**src/rtl/hangman_pkg.sv**
```systemverilog
// Shared types and helpers for the hangman scheduler slice.
package hangman_pkg;

  typedef enum logic [2:0] {
    LOAD,
    ARM,
    PRIME,
    WAIT,
    BUSY,
    DONE
  } sched_state_t;

  localparam logic [7:0]  ASCII_A  = 8'h41;
  localparam logic [7:0]  ASCII_Z  = 8'h5A;
  localparam int unsigned WORD_LEN = 5;

  // Folds lower case to upper case; bit 8 flags an 'A'-'Z' letter.
  function automatic logic [8:0] to_upper_valid(input logic [7:0] c);
    logic [7:0] u;
    u = (c >= 8'h61 && c <= 8'h7A) ? c - 8'h20 : c;
    return {(u >= ASCII_A && u <= ASCII_Z), u};
  endfunction

endpackage

```
**src/rtl/guess_fifo.sv**
```systemverilog
// Show-ahead guess FIFO with synchronous flush; push and pop may coincide.
module guess_fifo #(
  parameter int unsigned GUESS_DEPTH = 4,
  parameter int unsigned WIDTH       = 8
) (
  input  logic             clk,
  input  logic             rst,
  input  logic             flush,
  input  logic             push,
  input  logic [WIDTH-1:0] wr_data,
  input  logic             pop,
  output logic [WIDTH-1:0] rd_data,
  output logic             full,
  output logic             empty
);

  localparam int unsigned AW = $clog2(GUESS_DEPTH);

  logic [AW-1:0]    wr_ptr_q, wr_ptr_d;
  logic [AW-1:0]    rd_ptr_q, rd_ptr_d;
  logic [AW:0]      cnt_q, cnt_d;
  logic [WIDTH-1:0] mem_q [GUESS_DEPTH];
  logic             do_push, do_pop;

  assign full    = (cnt_q == (AW+1)'(GUESS_DEPTH));
  assign empty   = (cnt_q == '0);
  assign rd_data = mem_q[rd_ptr_q];
  assign do_pop  = pop && !empty;
  assign do_push = push && (!full || pop);

  always_comb begin
    wr_ptr_d = wr_ptr_q;
    rd_ptr_d = rd_ptr_q;
    cnt_d    = cnt_q;
    if (flush) begin
      wr_ptr_d = '0;
      rd_ptr_d = '0;
      cnt_d    = '0;
    end else begin
      if (do_push) wr_ptr_d = wr_ptr_q + AW'(1);
      if (do_pop)  rd_ptr_d = rd_ptr_q + AW'(1);
      cnt_d = cnt_q + (AW+1)'(do_push) - (AW+1)'(do_pop);
    end
  end

  always_ff @(posedge clk) begin
    if (rst) begin
      wr_ptr_q <= '0;
      rd_ptr_q <= '0;
      cnt_q    <= '0;
    end else begin
      wr_ptr_q <= wr_ptr_d;
      rd_ptr_q <= rd_ptr_d;
      cnt_q    <= cnt_d;
    end
  end

  always_ff @(posedge clk) begin
    if (do_push && !flush) mem_q[wr_ptr_q] <= wr_data;
  end

endmodule

```
**src/rtl/guess_scheduler.sv**
```systemverilog
// Sequences the hangman core: word load, filtered guess queueing, issue handshake.
module guess_scheduler
  import hangman_pkg::*;
#(
  parameter int unsigned GUESS_DEPTH  = 4,
  parameter int unsigned BUSY_TIMEOUT = 16
) (
  input  logic        clk,
  input  logic        rst,
  input  logic        host_valid,
  input  logic [7:0]  host_char,
  input  logic        host_enter,
  input  logic        guess_valid,
  input  logic [7:0]  guess_char,
  output logic        guess_ready,
  input  logic        new_game,
  input  logic        game_rdy,
  input  logic        red_busy,
  input  logic        red,
  input  logic        green,
  output logic [39:0] setWord,
  output logic        toggle_state,
  output logic [7:0]  guess,
  output logic        gameEnd,
  output logic        dup_guess,
  output logic        bad_char,
  output logic        timeout_err
);

  localparam int unsigned TW = $clog2(BUSY_TIMEOUT + 1);

  sched_state_t   state_q, state_d;
  logic [39:0]    set_word_q, set_word_d;
  logic [2:0]     count_q, count_d;
  logic [25:0]    mask_q, mask_d;
  logic [7:0]     guess_q, guess_d;
  logic           pending_q, pending_d;
  logic [TW-1:0]  timer_q, timer_d;
  logic           seen_q, seen_d;
  logic           toggle_q, toggle_d;
  logic           game_end_q, game_end_d;
  logic           dup_q, dup_d;
  logic           bad_q, bad_d;
  logic           timeout_q, timeout_d;

  logic           push, pop, flush, full, empty;
  logic [7:0]     head;
  logic [8:0]     host_cv, guess_cv;
  logic [4:0]     g_idx;
  logic           accepting;

  guess_fifo #(.GUESS_DEPTH(GUESS_DEPTH), .WIDTH(8)) u_fifo (
    .clk     (clk),
    .rst     (rst),
    .flush   (flush),
    .push    (push),
    .wr_data (guess_cv[7:0]),
    .pop     (pop),
    .rd_data (head),
    .full    (full),
    .empty   (empty)
  );

  assign host_cv   = to_upper_valid(host_char);
  assign guess_cv  = to_upper_valid(guess_char);
  assign g_idx     = 5'(guess_cv[7:0] - ASCII_A);
  assign accepting = state_q inside {ARM, PRIME, WAIT, BUSY};

  always_comb begin
    state_d    = state_q;
    set_word_d = set_word_q;
    count_d    = count_q;
    mask_d     = mask_q;
    guess_d    = guess_q;
    pending_d  = pending_q | new_game;
    timer_d    = timer_q;
    seen_d     = seen_q;
    toggle_d   = 1'b0;
    game_end_d = 1'b0;
    dup_d      = 1'b0;
    bad_d      = 1'b0;
    timeout_d  = 1'b0;
    push       = 1'b0;
    pop        = 1'b0;
    flush      = 1'b0;

    // Restart is only taken while the core is not mid-evaluation; any guess this cycle is discarded.
    if (pending_d && (state_q inside {LOAD, ARM, WAIT, DONE})) begin
      game_end_d = 1'b1;
      pending_d  = 1'b0;
      set_word_d = '0;
      guess_d    = '0;
      count_d    = '0;
      mask_d     = '0;
      flush      = 1'b1;
      state_d    = LOAD;
    end else begin
      if (accepting && guess_valid) begin
        if (!guess_cv[8]) begin
          bad_d = 1'b1;
        end else if (mask_q[g_idx]) begin
          dup_d = 1'b1;
        end else if (!full) begin
          push          = 1'b1;
          mask_d[g_idx] = 1'b1;
        end
      end

      unique case (state_q)
        LOAD: begin
          if (host_valid) begin
            if (!host_cv[8]) begin
              bad_d = 1'b1;
            end else if (count_q < 3'(WORD_LEN)) begin
              set_word_d = {set_word_q[31:0], host_cv[7:0]};
              count_d    = count_q + 3'd1;
            end
          end
          if (host_enter && count_q == 3'(WORD_LEN)) state_d = ARM;
        end
        ARM: begin
          if (!empty && game_rdy) begin
            pop     = 1'b1;
            guess_d = head;
            state_d = PRIME;
          end
        end
        PRIME: begin
          toggle_d = 1'b1;
          timer_d  = '0;
          seen_d   = 1'b0;
          state_d  = BUSY;
        end
        WAIT: begin
          if (red || green) begin
            state_d = DONE;
          end else if (!empty && game_rdy) begin
            pop     = 1'b1;
            guess_d = head;
            timer_d = '0;
            seen_d  = 1'b0;
            state_d = BUSY;
          end
        end
        BUSY: begin
          if (seen_q) begin
            if (game_rdy) state_d = WAIT;
          end else if (red_busy) begin
            seen_d = 1'b1;
          end else if (timer_q == TW'(BUSY_TIMEOUT - 1)) begin
            timeout_d = 1'b1;
            state_d   = WAIT;
          end else begin
            timer_d = timer_q + TW'(1);
          end
        end
        DONE: flush = 1'b1;
        default: state_d = LOAD;
      endcase
    end
  end

  always_ff @(posedge clk) begin
    if (rst) begin
      state_q    <= LOAD;
      set_word_q <= '0;
      count_q    <= '0;
      mask_q     <= '0;
      guess_q    <= '0;
      pending_q  <= 1'b0;
      timer_q    <= '0;
      seen_q     <= 1'b0;
      toggle_q   <= 1'b0;
      game_end_q <= 1'b0;
      dup_q      <= 1'b0;
      bad_q      <= 1'b0;
      timeout_q  <= 1'b0;
    end else begin
      state_q    <= state_d;
      set_word_q <= set_word_d;
      count_q    <= count_d;
      mask_q     <= mask_d;
      guess_q    <= guess_d;
      pending_q  <= pending_d;
      timer_q    <= timer_d;
      seen_q     <= seen_d;
      toggle_q   <= toggle_d;
      game_end_q <= game_end_d;
      dup_q      <= dup_d;
      bad_q      <= bad_d;
      timeout_q  <= timeout_d;
    end
  end

  assign guess_ready  = accepting && !full;
  assign setWord      = set_word_q;
  assign toggle_state = toggle_q;
  assign guess        = guess_q;
  assign gameEnd      = game_end_q;
  assign dup_guess    = dup_q;
  assign bad_char     = bad_q;
  assign timeout_err  = timeout_q;

endmodule

```
**config.mk**
```make
export PLATFORM = sky130hd
export DESIGN_NAME = guess_scheduler
export DESIGN_NICKNAME = d
export VERILOG_FILES = /design/src/rtl/hangman_pkg.sv /design/src/rtl/guess_fifo.sv /design/src/rtl/guess_scheduler.sv
export SDC_FILE = /design/constraint.sdc
export NUM_CORES = 1
export LEC_CHECK = 0
export BUFFER_PORTS_ARGS = -buffer_cell sky130_fd_sc_hd__buf_2
export CORE_ASPECT_RATIO = 2
export CORE_MARGIN = 1.5
export CORE_UTILIZATION = 45
export DETAILED_ROUTE_END_ITERATION = 16
export PLACE_DENSITY_LB_ADDON = 0.08
export SLEW_MARGIN = 20
export SYNTH_ARGS = -nofsm -noshare
export SYNTH_HDL_FRONTEND = slang
export SYNTH_HIERARCHICAL = 1
export SYNTH_SLANG_ARGS = --single-unit
export TNS_END_PERCENT = 1
```
**constraint.sdc**
```tcl
create_clock -name clk -period 4.63 [get_ports clk]
set_input_delay 0.2315 -clock clk [delete_from_list [all_inputs] [get_ports clk]]
set_output_delay 0.2315 -clock clk [all_outputs]
set_load 0.02 [all_outputs]
```
==> metrics.txt, run 1 <==
# TYPE chip_impl_metric gauge
chip_impl_info{name="run_status",value="finished clean"} 1
chip_impl_metric{name="gp_congestion",unit=""} 0.844
chip_impl_metric{name="clock_path_buffers",unit=""} 2
chip_impl_metric{name="detailedRoute.firstIterationViolations",unit=""} 98
chip_impl_metric{name="final-max-slew-violation-count",unit=""} 0
chip_impl_metric{name="die_height",unit="µm"} 164
chip_impl_metric{name="total_number_of_h_tree_levels",unit=""} 4
chip_impl_metric{name="grt_remaining_overflow",unit=""} 0
chip_impl_info{name="leading_cell_type_in_the_layout_fill_and_taps_excluded",value="sky130_fd_sc_hd__dfxtp_1"} 1
chip_impl_metric{name="grt_pass1_wl",unit="µm"} 21300
chip_impl_info{name="crit_start_category",value="primary input"} 1
chip_impl_metric{name="post-cts-setup-buffers",unit=""} 0
chip_impl_metric{name="layout.cells.non_filler",unit=""} 759
chip_impl_info{name="setup.worst_path.end_class",value="register"} 1
chip_impl_metric{name="timing.final.crit_share",unit="%"} 80.7
chip_impl_metric{name="netlist_area_before_placement",unit="mm²"} 0.00586
chip_impl_metric{name="cts.sink_count",unit=""} 133
chip_impl_metric{name="max_freq",unit="MHz"} 268
chip_impl_info{name="dominantRegCellSynth",value="sky130_fd_sc_hd__dfxtp_1"} 1
chip_impl_metric{name="cellPowerDensity",unit="mW/mm²"} 373
chip_impl_metric{name="postSynthRegisterBits",unit=""} 133
chip_impl_metric{name="finalNetCount",unit=""} 642
chip_impl_metric{name="max_slew.worst_pin.slew",unit="ns"} 0.998
chip_impl_info{name="critical_path_class",value="in2reg"} 1
chip_impl_metric{name="starting_density_of_the_core",unit="%"} 46.4
chip_impl_metric{name="fin_worst_hold_slack",unit="ns"} 0.102
chip_impl_metric{name="synth.avg_cell_area",unit="µm²"} 11.3
chip_impl_metric{name="core-area",unit="mm²"} 0.0126
chip_impl_metric{name="synth-edff-count",unit=""} 32
chip_impl_metric{name="num-fill-cells",unit=""} 1150
chip_impl_metric{name="place_worst_setup_slack",unit="ns"} 0.487
chip_impl_metric{name="synth-async-reset-ratio",unit="%"} 0
chip_impl_metric{name="power.share.combinational",unit="%"} 4.5
chip_impl_metric{name="power.ir.vdd_worst",unit="mV"} 0.285
chip_impl_metric{name="holdBufCountCts",unit=""} 0
chip_impl_metric{name="min_path_cells",unit=""} 3
chip_impl_metric{name="postLayoutCellArea",unit="mm²"} 0.00694
chip_impl_info{name="hold_path_endpoint",value="seen_q"} 1
chip_impl_metric{name="first_global_vias",unit=""} 4314
chip_impl_metric{name="synth_cells",unit=""} 521
chip_impl_metric{name="timing.max_cap.violations",unit=""} 0
chip_impl_metric{name="synth.distinct_cells",unit=""} 67
chip_impl_metric{name="post_route_cells_drive_above_1_share",unit="%"} 25.8
chip_impl_info{name="worst_hold_path_type",value="in2reg"} 1
chip_impl_info{name="final_cell_mix",value="101 x sky130_fd_sc_hd__dfxtp_1, 79 x sky130_fd_sc_hd__buf_2, 63 x sky130_fd_sc_hd__nor2_1"} 1
chip_impl_metric{name="crit_arrival",unit="ns"} 4.02
chip_impl_metric{name="reg2reg_slack",unit="ns"} 1.04
chip_impl_metric{name="slack_of_the_critical_path",unit="ns"} 0.895
chip_impl_metric{name="antennaDiodeCount",unit=""} 0
chip_impl_metric{name="numCtsBuffers",unit=""} 17
chip_impl_info{name="cts_root_buf",value="sky130_fd_sc_hd__clkbuf_16"} 1
chip_impl_metric{name="cts.repair.resized",unit=""} 0
chip_impl_metric{name="timing_hold_violations_final",unit=""} 0
chip_impl_metric{name="internal_power",unit="mW"} 1.98
chip_impl_metric{name="yosysWarnings",unit=""} 6
chip_impl_metric{name="detail_route.first_pass.iterations",unit=""} 4
chip_impl_metric{name="clkLatencyLatePin",unit="ns"} 0.41
chip_impl_info{name="worstHoldStart",value="red_busy"} 1
chip_impl_metric{name="swShare",unit="%"} 23.7
chip_impl_metric{name="seq_power_share",unit="%"} 46.0
chip_impl_metric{name="clkPwrFrac",unit="%"} 49.5
chip_impl_metric{name="grt_usage",unit="%"} 19.6
chip_impl_metric{name="route.detailed.drc",unit=""} 0
chip_impl_metric{name="fp-row-count",unit=""} 58
chip_impl_metric{name="vias",unit=""} 4183
chip_impl_metric{name="die_area",unit="mm²"} 0.0138
chip_impl_metric{name="dpl-instance-area",unit="mm²"} 0.00636
chip_impl_metric{name="critical_path_peak_fanout",unit=""} 21
chip_impl_metric{name="worstPathRequired",unit="ns"} 4.91
chip_impl_metric{name="fp.dieW",unit="µm"} 83.7
chip_impl_metric{name="portBuffers",unit=""} 79
chip_impl_metric{name="top_ports",unit=""} 80
chip_impl_metric{name="clkTransAtPathRegs",unit="ns"} 0.06
chip_impl_metric{name="drt_wl_total",unit="µm"} 12800
chip_impl_metric{name="synth-seq-area-share",unit="%"} 50.9
chip_impl_metric{name="setup-tns-final",unit="ns"} 0
chip_impl_metric{name="detailedPlacementHpwl",unit="µm"} 9180
chip_impl_metric{name="setup_viol",unit=""} 0
chip_impl_metric{name="p_leak",unit="nW"} 2.69
chip_impl_metric{name="placedCellCount",unit=""} 727
chip_impl_metric{name="antenna_violating_nets_post_route",unit=""} 0
chip_impl_metric{name="timing.clock.skew",unit="ns"} 0.0118
chip_impl_metric{name="slew_margin_rel",unit="%"} 32.9
chip_impl_metric{name="antenna_found_initial",unit=""} 0
chip_impl_metric{name="post_drt_wl_per_cell",unit="µm"} 16.8
chip_impl_metric{name="area_growth_syn_to_layout",unit="%"} 18.4
chip_impl_metric{name="post_detailed_route_via_to_cell_ratio",unit=""} 5.51
chip_impl_info{name="r2r_end",value="u_fifo/cnt_q[2]"} 1
chip_impl_metric{name="reg2regPathDepth",unit=""} 12
chip_impl_info{name="r2r-start",value="u_fifo/cnt_q[1]"} 1
chip_impl_metric{name="switching_power",unit="mW"} 0.613
chip_impl_metric{name="grt_max_degree",unit=""} 57
chip_impl_info{name="tritoncts",value="yes"} 1
chip_impl_metric{name="post-route-min-period",unit="ns"} 3.73
chip_impl_metric{name="synth_fp_nets",unit=""} 567
chip_impl_info{name="grt_setup_unrepaired",value="no"} 1
-- registers in the layout, indices dropped and copies added (netlist names), 2 cells and up, named ones only --
| signal | cells |
|---|---|
| setWord | 40 |
| u_fifo/mem_q | 32 |
| mask_q | 26 |
| guess | 8 |
| timer_q | 5 |
| count_q | 3 |
| state_q | 3 |
| u_fifo/cnt_q | 3 |
| u_fifo/rd_ptr_q | 2 |
| u_fifo/wr_ptr_q | 2 |
-- area by class of cell --
class / instances / area [µm²] / share of cell area, %
Timing Repair Buffer: 85 / 453 / 6.52
Inverter: 24 / 90.1 / 1.30
Sequential cell: 133 / 2980 / 43.0
Tap cell: 150 / 188 / 2.70
Multi-Input combinational cell: 335 / 2650 / 38.2
Clock inverter: 13 / 113 / 1.62
Clock buffer: 19 / 464 / 6.69
-- worst max-delay path, cell delays in order --
cell                      delay (ns)
sky130_fd_sc_hd__buf_2          0.39
sky130_fd_sc_hd__inv_1          0.18
sky130_fd_sc_hd__ha_1           0.35
sky130_fd_sc_hd__xor2_1         0.45
sky130_fd_sc_hd__mux2_2         0.39
sky130_fd_sc_hd__o21ai_0        0.10
sky130_fd_sc_hd__o221a_2        0.24
sky130_fd_sc_hd__and4_1         0.24
sky130_fd_sc_hd__o41ai_4        0.14
sky130_fd_sc_hd__ha_1           0.30
sky130_fd_sc_hd__inv_1          0.04
sky130_fd_sc_hd__ha_1           0.19
sky130_fd_sc_hd__fa_1           0.38
sky130_fd_sc_hd__xnor2_1        0.19
sky130_fd_sc_hd__xnor2_1        0.14
sky130_fd_sc_hd__nor3_1         0.07
-- power by group through the flow --
stage / Combinational, mW / Sequential, mW / Clock, mW
after floorplan: 0.0750 / 1.22 / 0
after global placement: 0.112 / 1.22 / 0
after detailed placement: 0.115 / 1.22 / 0
after CTS: 0.116 / 1.19 / 1.31
after global routing: 0.128 / 1.19 / 1.36
final: 0.116 / 1.19 / 1.28
-- worst max path at each step --
stage               slack (ns)               to          start
floorplan                 1.11  u_fifo/cnt_q[2]  guess_char[0]
global placement          0.61  u_fifo/cnt_q[2]  guess_char[0]
detailed placement        0.49  u_fifo/cnt_q[2]  guess_char[0]
CTS                       0.91  u_fifo/cnt_q[2]  guess_char[0]
global route              0.64  u_fifo/cnt_q[2]  guess_char[0]
finish                    0.90  u_fifo/cnt_q[2]  guess_char[0]
-- Yosys cell counts, drive strengths merged, types with 3 or more instances --
library cell	n	area, µm²
dfxtp	101	2020
nor2	63	236
mux2i	52	521
edfxtp	32	961
nand2	25	93.8
inv	24	90.1
ha	19	238
buf	17	109
mux4	14	315
a21oi	13	65.1
o21ai	13	72.6
clkbuf	12	46.3
nor3	11	60.1
a32o	9	90.1
a22o	8	70.1
nor2b	8	60.1
nor3b	8	60.1
o31ai	8	60.1
or3	7	43.8
nand2b	6	40.0
nor4	5	43.8
a21o	4	30.0
and2	4	25.0
or2	4	25.0
xnor2	4	35.0
a22oi	3	22.5
and3	3	18.8
nand3	3	15.0
nand3b	3	22.5
o41ai	3	45.1
xor2	3	26.3
-- kinds of logic (layout without fill, tap and decap cells) --
| family | after synthesis | after routing | share of synthesized area, % |
|---|---|---|---|
| and+or+nand+nor | 160 | 160 | 14.2 |
| DFF | 133 | 133 | 50.9 |
| AOI/OAI and AO/OA | 80 | 80 | 10.6 |
| muxes | 68 | 68 | 14.6 |
| buffers and inverters | 53 | 141 | 4.18 |
| adders and majority gates | 20 | 20 | 4.40 |
| xor gates and xnor gates | 7 | 7 | 1.05 |
-- metrics by stage --
stage          util [%]  power (mW)
2_1_floorplan         -        1.29
3_3_place_gp       50.4        1.33
3_5_place_dp       50.4        1.33
4_1_cts            54.9        2.62
5_1_grt            55.0        2.68
6_report           55.0        2.59
-- routing by layer --
metal	track usage, %	up-vias	routed length [µm]	share of wire, %
met4	6.93	0	163	1.3
met2	38.2	99	7280	57
met3	5.05	15	450	3.5
li1	-	2035	-	-
met1	19.7	2034	4880	38
met5	0	-	0	0
(Power assumes the default switching activity.)
==> run 2, diff against run 1 <==
Clock period 4.63 ns to 3.9 ns, I/O delays scaled along.
==> run 2 against run 1 <==
Against the previous run:
- sequential power up 18%
- sequential cell count unchanged
- register-to-register slack worse by 0.40 ns
- setup slack worse by 0.25 ns
- largest cell class unchanged
- critical path type is now reg2reg
==> metrics.txt, run 2 (synthesis results as in run 1) <==
# TYPE chip_impl_metric gauge
chip_impl_metric{name="detail_route.first_pass.iterations",unit=""} 4
chip_impl_metric{name="layout.cells.non_filler",unit=""} 768
chip_impl_metric{name="detailedRoute.firstIterationViolations",unit=""} 109
chip_impl_metric{name="portBuffers",unit=""} 79
chip_impl_metric{name="post-cts-setup-buffers",unit=""} 0
chip_impl_metric{name="internal_power",unit="mW"} 2.39
chip_impl_metric{name="clkLatencyLatePin",unit="ns"} 0.41
chip_impl_metric{name="top_ports",unit=""} 80
chip_impl_metric{name="antenna_found_initial",unit=""} 0
chip_impl_metric{name="clock_path_buffers",unit=""} 2
chip_impl_metric{name="finalNetCount",unit=""} 651
chip_impl_metric{name="setup_viol",unit=""} 0
chip_impl_metric{name="total_number_of_h_tree_levels",unit=""} 4
chip_impl_metric{name="die_height",unit="µm"} 164
chip_impl_metric{name="register_area",unit="mm²"} 0.00298
chip_impl_info{name="cpLargestDelayFamily",value="adder cells"} 1
chip_impl_info{name="run_status",value="finished clean"} 1
chip_impl_metric{name="route.detailed.drc",unit=""} 0
chip_impl_metric{name="clkPwrFrac",unit="%"} 49.8
chip_impl_metric{name="power.share.combinational",unit="%"} 4.6
chip_impl_metric{name="fin_worst_hold_slack",unit="ns"} 0.0567
chip_impl_metric{name="detailedPlacementHpwl",unit="µm"} 9340
chip_impl_metric{name="setup-tns-final",unit="ns"} 0
chip_impl_info{name="setup.worst_path.start",value="mask_q[15]"} 1
chip_impl_metric{name="post_detailed_route_via_to_cell_ratio",unit=""} 5.52
chip_impl_metric{name="grt_pass1_wl",unit="µm"} 20800
chip_impl_metric{name="grt_remaining_overflow",unit=""} 0
chip_impl_metric{name="switching_power",unit="mW"} 0.712
chip_impl_metric{name="largest_register_ffs",unit=""} 40
chip_impl_metric{name="final-max-slew-violation-count",unit=""} 0
chip_impl_metric{name="post-route-min-period",unit="ns"} 3.26
chip_impl_metric{name="reg2reg_slack",unit="ns"} 0.64
chip_impl_metric{name="multi_input_area",unit="mm²"} 0.00265
chip_impl_metric{name="max_slew.worst_pin.slew",unit="ns"} 0.588
chip_impl_metric{name="worstPathRequired",unit="ns"} 4.19
chip_impl_metric{name="crit_arrival",unit="ns"} 3.54
chip_impl_info{name="leading_cell_type_in_the_layout_fill_and_taps_excluded",value="sky130_fd_sc_hd__dfxtp_1"} 1
chip_impl_metric{name="maximum_single_stage_delay_on_the_critical_path",unit="ns"} 0.48
chip_impl_metric{name="gp_congestion",unit=""} 0.827
chip_impl_metric{name="holdBufCountCts",unit=""} 0
chip_impl_metric{name="antenna_violating_nets_post_route",unit=""} 0
chip_impl_metric{name="path_buf_inv",unit=""} 1
chip_impl_info{name="worst_hold_path_type",value="in2reg"} 1
chip_impl_metric{name="timing.max_cap.violations",unit=""} 0
chip_impl_metric{name="post_route_cells_drive_above_1_share",unit="%"} 26.7
chip_impl_metric{name="post_drt_wl_per_cell",unit="µm"} 16.6
chip_impl_metric{name="reg2regPathDepth",unit=""} 13
chip_impl_metric{name="finalPower",unit="mW"} 3.10
chip_impl_info{name="worst_path_cell_trace",value="mux4_2 -> mux2_2 -> o21ai_0 -> o221a_2 -> and4_1 -> o41ai_4 -> ha_1 -> inv_1 -> ha_1 -> fa_1 -> xnor2_1 -> xnor2_1 -> nor3_1"} 1
chip_impl_metric{name="grt_max_degree",unit=""} 57
chip_impl_metric{name="placedCellCount",unit=""} 736
chip_impl_metric{name="drt_wl_total",unit="µm"} 12700
chip_impl_metric{name="area_growth_syn_to_layout",unit="%"} 19.4
chip_impl_info{name="tritoncts",value="yes"} 1
chip_impl_metric{name="timing_hold_violations_final",unit=""} 0
chip_impl_info{name="cts_root_buf",value="sky130_fd_sc_hd__clkbuf_16"} 1
chip_impl_metric{name="postLayoutCellArea",unit="mm²"} 0.00700
chip_impl_info{name="setup.worst_path.end_class",value="register"} 1
chip_impl_info{name="final_cell_mix",value="101 x sky130_fd_sc_hd__dfxtp_1, 79 x sky130_fd_sc_hd__buf_2, 63 x sky130_fd_sc_hd__nor2_1"} 1
chip_impl_metric{name="starting_density_of_the_core",unit="%"} 46.4
chip_impl_info{name="critical_path_class",value="reg2reg"} 1
chip_impl_info{name="r2r-start",value="mask_q[15]"} 1
chip_impl_metric{name="swShare",unit="%"} 23.0
chip_impl_metric{name="slew_margin_rel",unit="%"} 60.8
chip_impl_metric{name="cellPowerDensity",unit="mW/mm²"} 443
chip_impl_metric{name="vias",unit=""} 4243
chip_impl_metric{name="num-fill-cells",unit=""} 1163
chip_impl_metric{name="first_global_vias",unit=""} 4241
chip_impl_metric{name="grt_usage",unit="%"} 19.2
chip_impl_metric{name="antennaDiodeCount",unit=""} 0
chip_impl_metric{name="cts.repair.resized",unit=""} 0
chip_impl_metric{name="min_path_cells",unit=""} 3
chip_impl_info{name="grt_setup_unrepaired",value="no"} 1
chip_impl_metric{name="core-area",unit="mm²"} 0.0126
chip_impl_metric{name="p_leak",unit="nW"} 2.73
chip_impl_metric{name="timing.final.crit_share",unit="%"} 83.5
chip_impl_metric{name="numCtsBuffers",unit=""} 17
chip_impl_metric{name="cts.sink_count",unit=""} 133
chip_impl_info{name="worst_path_max_delay_cell",value="sky130_fd_sc_hd__mux4_2"} 1
chip_impl_metric{name="power.ir.vdd_worst",unit="mV"} 0.317
chip_impl_metric{name="dpl-instance-area",unit="mm²"} 0.00641
chip_impl_metric{name="critical_path_peak_fanout",unit=""} 7
chip_impl_metric{name="timing.clock.skew",unit="ns"} 0.0107
chip_impl_metric{name="die_area",unit="mm²"} 0.0138
chip_impl_metric{name="fp.dieW",unit="µm"} 83.7
chip_impl_info{name="worstHoldStart",value="host_char[1]"} 1
chip_impl_info{name="crit_start_category",value="register"} 1
chip_impl_info{name="hold_path_endpoint",value="setWord[1]"} 1
chip_impl_metric{name="fp-row-count",unit=""} 58
chip_impl_info{name="r2r_end",value="u_fifo/cnt_q[2]"} 1
chip_impl_metric{name="max_freq",unit="MHz"} 307
chip_impl_metric{name="clkTransAtPathRegs",unit="ns"} 0.06
chip_impl_metric{name="seq_power_share",unit="%"} 45.6
## run 2: power groups by stage
stage	clock (mW)	combinational [mW]	sequential (mW)
6_report	1.54	0.143	1.41
5_1_grt	1.63	0.157	1.41
4_1_cts	1.58	0.143	1.41
3_5_place_dp	0	0.142	1.44
3_3_place_gp	0	0.140	1.44
2_1_floorplan	0	0.0890	1.45
## run 2: routing by layer
layer / vias to the layer above / track usage (%) / routed length, µm
met2: 97 / 37.5 / 7140
met1: 2069 / 19.2 / 4840
met4: 0 / 8.64 / 313
li1: 2050 / - / -
met5: - / 0 / 0
met3: 27 / 3.85 / 421
## run 2: cell type report
class,instances,area share [%]
Clock inverter,13,1.75
Sequential cell,133,42.6
Clock buffer,19,6.49
Multi-Input combinational cell,335,37.9
Inverter,24,1.29
Timing Repair Buffer,94,7.26
Tap cell,150,2.68
## run 2: worst max-delay path by stage
| stage | endpoint | cells past startpoint |
|---|---|---|
| floorplan | u_fifo/cnt_q[2] | 17 |
| global placement | u_fifo/cnt_q[2] | 16 |
| detailed placement | u_fifo/cnt_q[2] | 16 |
| CTS | u_fifo/cnt_q[2] | 13 |
| global route | u_fifo/cnt_q[2] | 13 |
| finish | u_fifo/cnt_q[2] | 13 |
## run 2: stage by stage
step           utilization (%)  setup slack [ns]
6_report                  55.4             0.643
5_1_grt                   55.4             0.496
4_1_cts                   55.4             0.636
3_5_place_dp              50.8             0.329
3_3_place_gp              50.8             0.385
2_1_floorplan                -             0.415
## run 2: worst reg2reg max path, stage by stage (launching register included)
cell	delay (ns)
sky130_fd_sc_hd__dfxtp_1	0.33
sky130_fd_sc_hd__mux4_2	0.48
sky130_fd_sc_hd__mux2_2	0.28
sky130_fd_sc_hd__o21ai_0	0.12
sky130_fd_sc_hd__o221a_2	0.24
sky130_fd_sc_hd__and4_1	0.24
sky130_fd_sc_hd__o41ai_4	0.15
sky130_fd_sc_hd__ha_1	0.32
sky130_fd_sc_hd__inv_1	0.05
sky130_fd_sc_hd__ha_1	0.19
sky130_fd_sc_hd__fa_1	0.38
sky130_fd_sc_hd__xnor2_1	0.18
sky130_fd_sc_hd__xnor2_1	0.13
sky130_fd_sc_hd__nor3_1	0.05
==> run 3, diff against run 2 <==
Clock period 3.9 ns to 3.1 ns, I/O delays scaled along.
==> run 3 against run 2 <==
Against the previous run:
- sequential share of layout area down 1.3 points
- combinational power increased by 42%
- count of clock-buffer cells in the layout shrank 2
- design area is 3.1% higher
- highest routed layer unchanged
- via count grew 1.6%
- wire length is 3.0% higher
- largest power group unchanged
- hold slack lost 0.041 ns
- critical path type unchanged
- global-route usage up 0.81 points
==> metrics.txt, run 3 (synthesis results as in run 1) <==
# TYPE chip_impl_metric gauge
chip_impl_info{name="run_status",value="finished clean"} 1
chip_impl_metric{name="setup_viol",unit=""} 0
chip_impl_metric{name="fp.dieW",unit="µm"} 83.7
chip_impl_info{name="tritoncts",value="yes"} 1
chip_impl_info{name="r2r_end",value="u_fifo/cnt_q[2]"} 1
chip_impl_metric{name="core-area",unit="mm²"} 0.0126
chip_impl_metric{name="antenna_violating_nets_post_route",unit=""} 0
chip_impl_metric{name="antenna_found_initial",unit=""} 0
chip_impl_info{name="hold_path_endpoint",value="setWord[0]"} 1
chip_impl_metric{name="p_leak",unit="nW"} 2.84
chip_impl_info{name="r2r-start",value="mask_q[8]"} 1
chip_impl_metric{name="detailedRoute.firstIterationViolations",unit=""} 213
chip_impl_metric{name="grt_usage",unit="%"} 20.0
chip_impl_metric{name="die_area",unit="mm²"} 0.0138
chip_impl_metric{name="vias",unit=""} 4312
chip_impl_metric{name="largest_register_ffs",unit=""} 40
chip_impl_metric{name="detail_route.first_pass.iterations",unit=""} 4
chip_impl_metric{name="grt_remaining_overflow",unit=""} 0
chip_impl_info{name="final_cell_mix",value="100 x sky130_fd_sc_hd__dfxtp_1, 79 x sky130_fd_sc_hd__buf_2, 63 x sky130_fd_sc_hd__nor2_1"} 1
chip_impl_metric{name="slew_margin_rel",unit="%"} 60.1
chip_impl_metric{name="max_slew.worst_pin.slew",unit="ns"} 0.594
chip_impl_metric{name="clkLatencyLatePin",unit="ns"} 0.42
chip_impl_metric{name="fp-row-count",unit=""} 58
chip_impl_metric{name="critical_path_peak_fanout",unit=""} 2
chip_impl_metric{name="antennaDiodeCount",unit=""} 0
chip_impl_metric{name="starting_density_of_the_core",unit="%"} 46.4
chip_impl_metric{name="post-route-min-period",unit="ns"} 3.00
chip_impl_info{name="worst_hold_path_type",value="in2reg"} 1
chip_impl_metric{name="clock_path_buffers",unit=""} 2
chip_impl_metric{name="post_drt_wl_per_cell",unit="µm"} 16.6
chip_impl_metric{name="finalNetCount",unit=""} 672
chip_impl_info{name="crit_start_category",value="register"} 1
chip_impl_metric{name="crit_arrival",unit="ns"} 3.33
chip_impl_metric{name="finish.utilization",unit="%"} 57.2
chip_impl_metric{name="reg2regPathDepth",unit=""} 13
chip_impl_metric{name="first_global_vias",unit=""} 4468
chip_impl_metric{name="die_height",unit="µm"} 164
chip_impl_info{name="cts_root_buf",value="sky130_fd_sc_hd__clkbuf_16"} 1
chip_impl_metric{name="max_freq",unit="MHz"} 334
chip_impl_info{name="setup.worst_path.end_class",value="register"} 1
chip_impl_metric{name="worstPathRequired",unit="ns"} 3.43
chip_impl_metric{name="numCtsBuffers",unit=""} 17
chip_impl_metric{name="area_growth_syn_to_layout",unit="%"} 23.1
chip_impl_info{name="critical_path_class",value="reg2reg"} 1
chip_impl_metric{name="power.ir.vdd_worst",unit="mV"} 0.442
chip_impl_metric{name="total_number_of_h_tree_levels",unit=""} 4
chip_impl_metric{name="clkTransAtPathRegs",unit="ns"} 0.07
chip_impl_metric{name="grt_max_degree",unit=""} 57
chip_impl_metric{name="finalPower",unit="mW"} 3.90
chip_impl_metric{name="gp_congestion",unit=""} 0.886
chip_impl_metric{name="route.detailed.drc",unit=""} 0
chip_impl_metric{name="min_path_cells",unit=""} 3
chip_impl_info{name="grt_setup_unrepaired",value="yes"} 1
chip_impl_metric{name="timing.clock.skew",unit="ns"} 0.0104
chip_impl_metric{name="detailedPlacementHpwl",unit="µm"} 9790
chip_impl_metric{name="drt_wl_total",unit="µm"} 13100
chip_impl_metric{name="timing.max_cap.violations",unit=""} 0
chip_impl_metric{name="post_detailed_route_via_to_cell_ratio",unit=""} 5.47
chip_impl_metric{name="post_route_cells_drive_above_1_share",unit="%"} 30.7
chip_impl_metric{name="final-max-slew-violation-count",unit=""} 0
chip_impl_info{name="worstHoldStart",value="host_char[0]"} 1
chip_impl_metric{name="top_ports",unit=""} 80
chip_impl_metric{name="timing_hold_violations_final",unit=""} 0
chip_impl_metric{name="cellPowerDensity",unit="mW/mm²"} 540
chip_impl_metric{name="portBuffers",unit=""} 79
chip_impl_metric{name="cts.sink_count",unit=""} 133
chip_impl_metric{name="reg2reg_slack",unit="ns"} 0.10
chip_impl_metric{name="num-fill-cells",unit=""} 1101
chip_impl_info{name="leading_cell_type_in_the_layout_fill_and_taps_excluded",value="sky130_fd_sc_hd__dfxtp_1"} 1
chip_impl_info{name="setup.worst_path.start",value="mask_q[8]"} 1
chip_impl_metric{name="grt_pass1_wl",unit="µm"} 21700
chip_impl_metric{name="timing.final.crit_share",unit="%"} 96.6
-- run 3: changes by cell type in the layout (fill, tap and decap cells not counted), sizes merged --
cell | before | now
dlygate4sd3 | 0 | 1
inv | 29 | 34
clkinv | 4 | 3
buf | 94 | 114
clkinvlp | 3 | 2
bufinv | 1 | 0
clkbuf | 19 | 17
-- run 3: report_power, final --
| group | internal (mW) | leakage (nW) | switching [mW] | total, mW |
|---|---|---|---|---|
| combinational | 0.0787 | 1.46 | 0.124 | 0.203 |
| clock | 1.06 | 0.276 | 0.853 | 1.92 |
| sequential | 1.78 | 1.10 | 0.00155 | 1.78 |
| total | 2.92 | 2.84 | 0.979 | 3.90 |
-- run 3: worst max-delay path, cell delays in order, from the launching register on --
cell and delay, ns:
sky130_fd_sc_hd__dfxtp_2 0.32, sky130_fd_sc_hd__mux4_2 0.47, sky130_fd_sc_hd__mux2_4 0.29, sky130_fd_sc_hd__o21ai_2 0.06
sky130_fd_sc_hd__o221a_2 0.20, sky130_fd_sc_hd__and4_4 0.21, sky130_fd_sc_hd__o41ai_4 0.08, sky130_fd_sc_hd__ha_1 0.28
sky130_fd_sc_hd__inv_1 0.04, sky130_fd_sc_hd__ha_2 0.16, sky130_fd_sc_hd__fa_2 0.35, sky130_fd_sc_hd__xnor2_2 0.14
sky130_fd_sc_hd__xnor2_1 0.12, sky130_fd_sc_hd__nor3_1 0.17
-- run 3: timing repair --
| action | in CTS | in global routing |
|---|---|---|
| buffers inserted | 0 | 1 |
| hold buffers | 1 | 0 |
| endpoints found under the hold margin | 1 | 0 |
| endpoints found under the setup margin | 0 | 1 |
| resized for setup | 0 | 6 |
-- run 3: how the worst max path moves through the flow --
stage	slack, ns	endpoint	depth (start not counted)
2_1_floorplan	-0.03	u_fifo/cnt_q[2]	16
3_3_place_gp	-0.15	u_fifo/cnt_q[2]	15
3_5_place_dp	-0.19	u_fifo/cnt_q[2]	15
4_1_cts	0.0003	u_fifo/cnt_q[2]	13
5_1_grt	-0.007	u_fifo/cnt_q[2]	13
6_report	0.10	u_fifo/cnt_q[2]	13
-- run 3: per-layer routing --
layer  vias up  GRT usage, %  part of all wire, %
met5         -             0                    0
met2        87          38.6                   57
met3        21          4.60                  3.0
met4         0          9.24                  2.2
met1      2113          20.0                   38
li1       2091             -                    -
-- run 3: layout make-up --
| cell class | count | area, µm² | area share (%) |
|---|---|---|---|
| inverters | 24 | 95.1 | 1.32 |
| well taps | 150 | 188 | 2.60 |
| clock buffers | 17 | 425 | 5.89 |
| clock inverters | 15 | 139 | 1.92 |
| flip-flops and latches | 133 | 2980 | 41.3 |
| repair buffers | 115 | 693 | 9.60 |
| multi-input cells | 335 | 2690 | 37.3 |
-- run 3: through the flow --
stage | hold WS (ns) | std cells | TNS, ns | setup WS, ns | instance area [µm²]
after detailed placement | 0.434 | 755 | -0.220 | -0.195 | 6620
after CTS | 0.00461 | 788 | 0 | 0.000253 | 7190
final | 0.0162 | 789 | 0 | 0.104 | 7220
after floorplan | 0.232 | 521 | -0.0320 | -0.0320 | 5920
after global placement | 0.426 | 755 | -0.149 | -0.146 | 6620
after global routing | 0.0401 | 789 | -0.00671 | -0.00671 | 7220
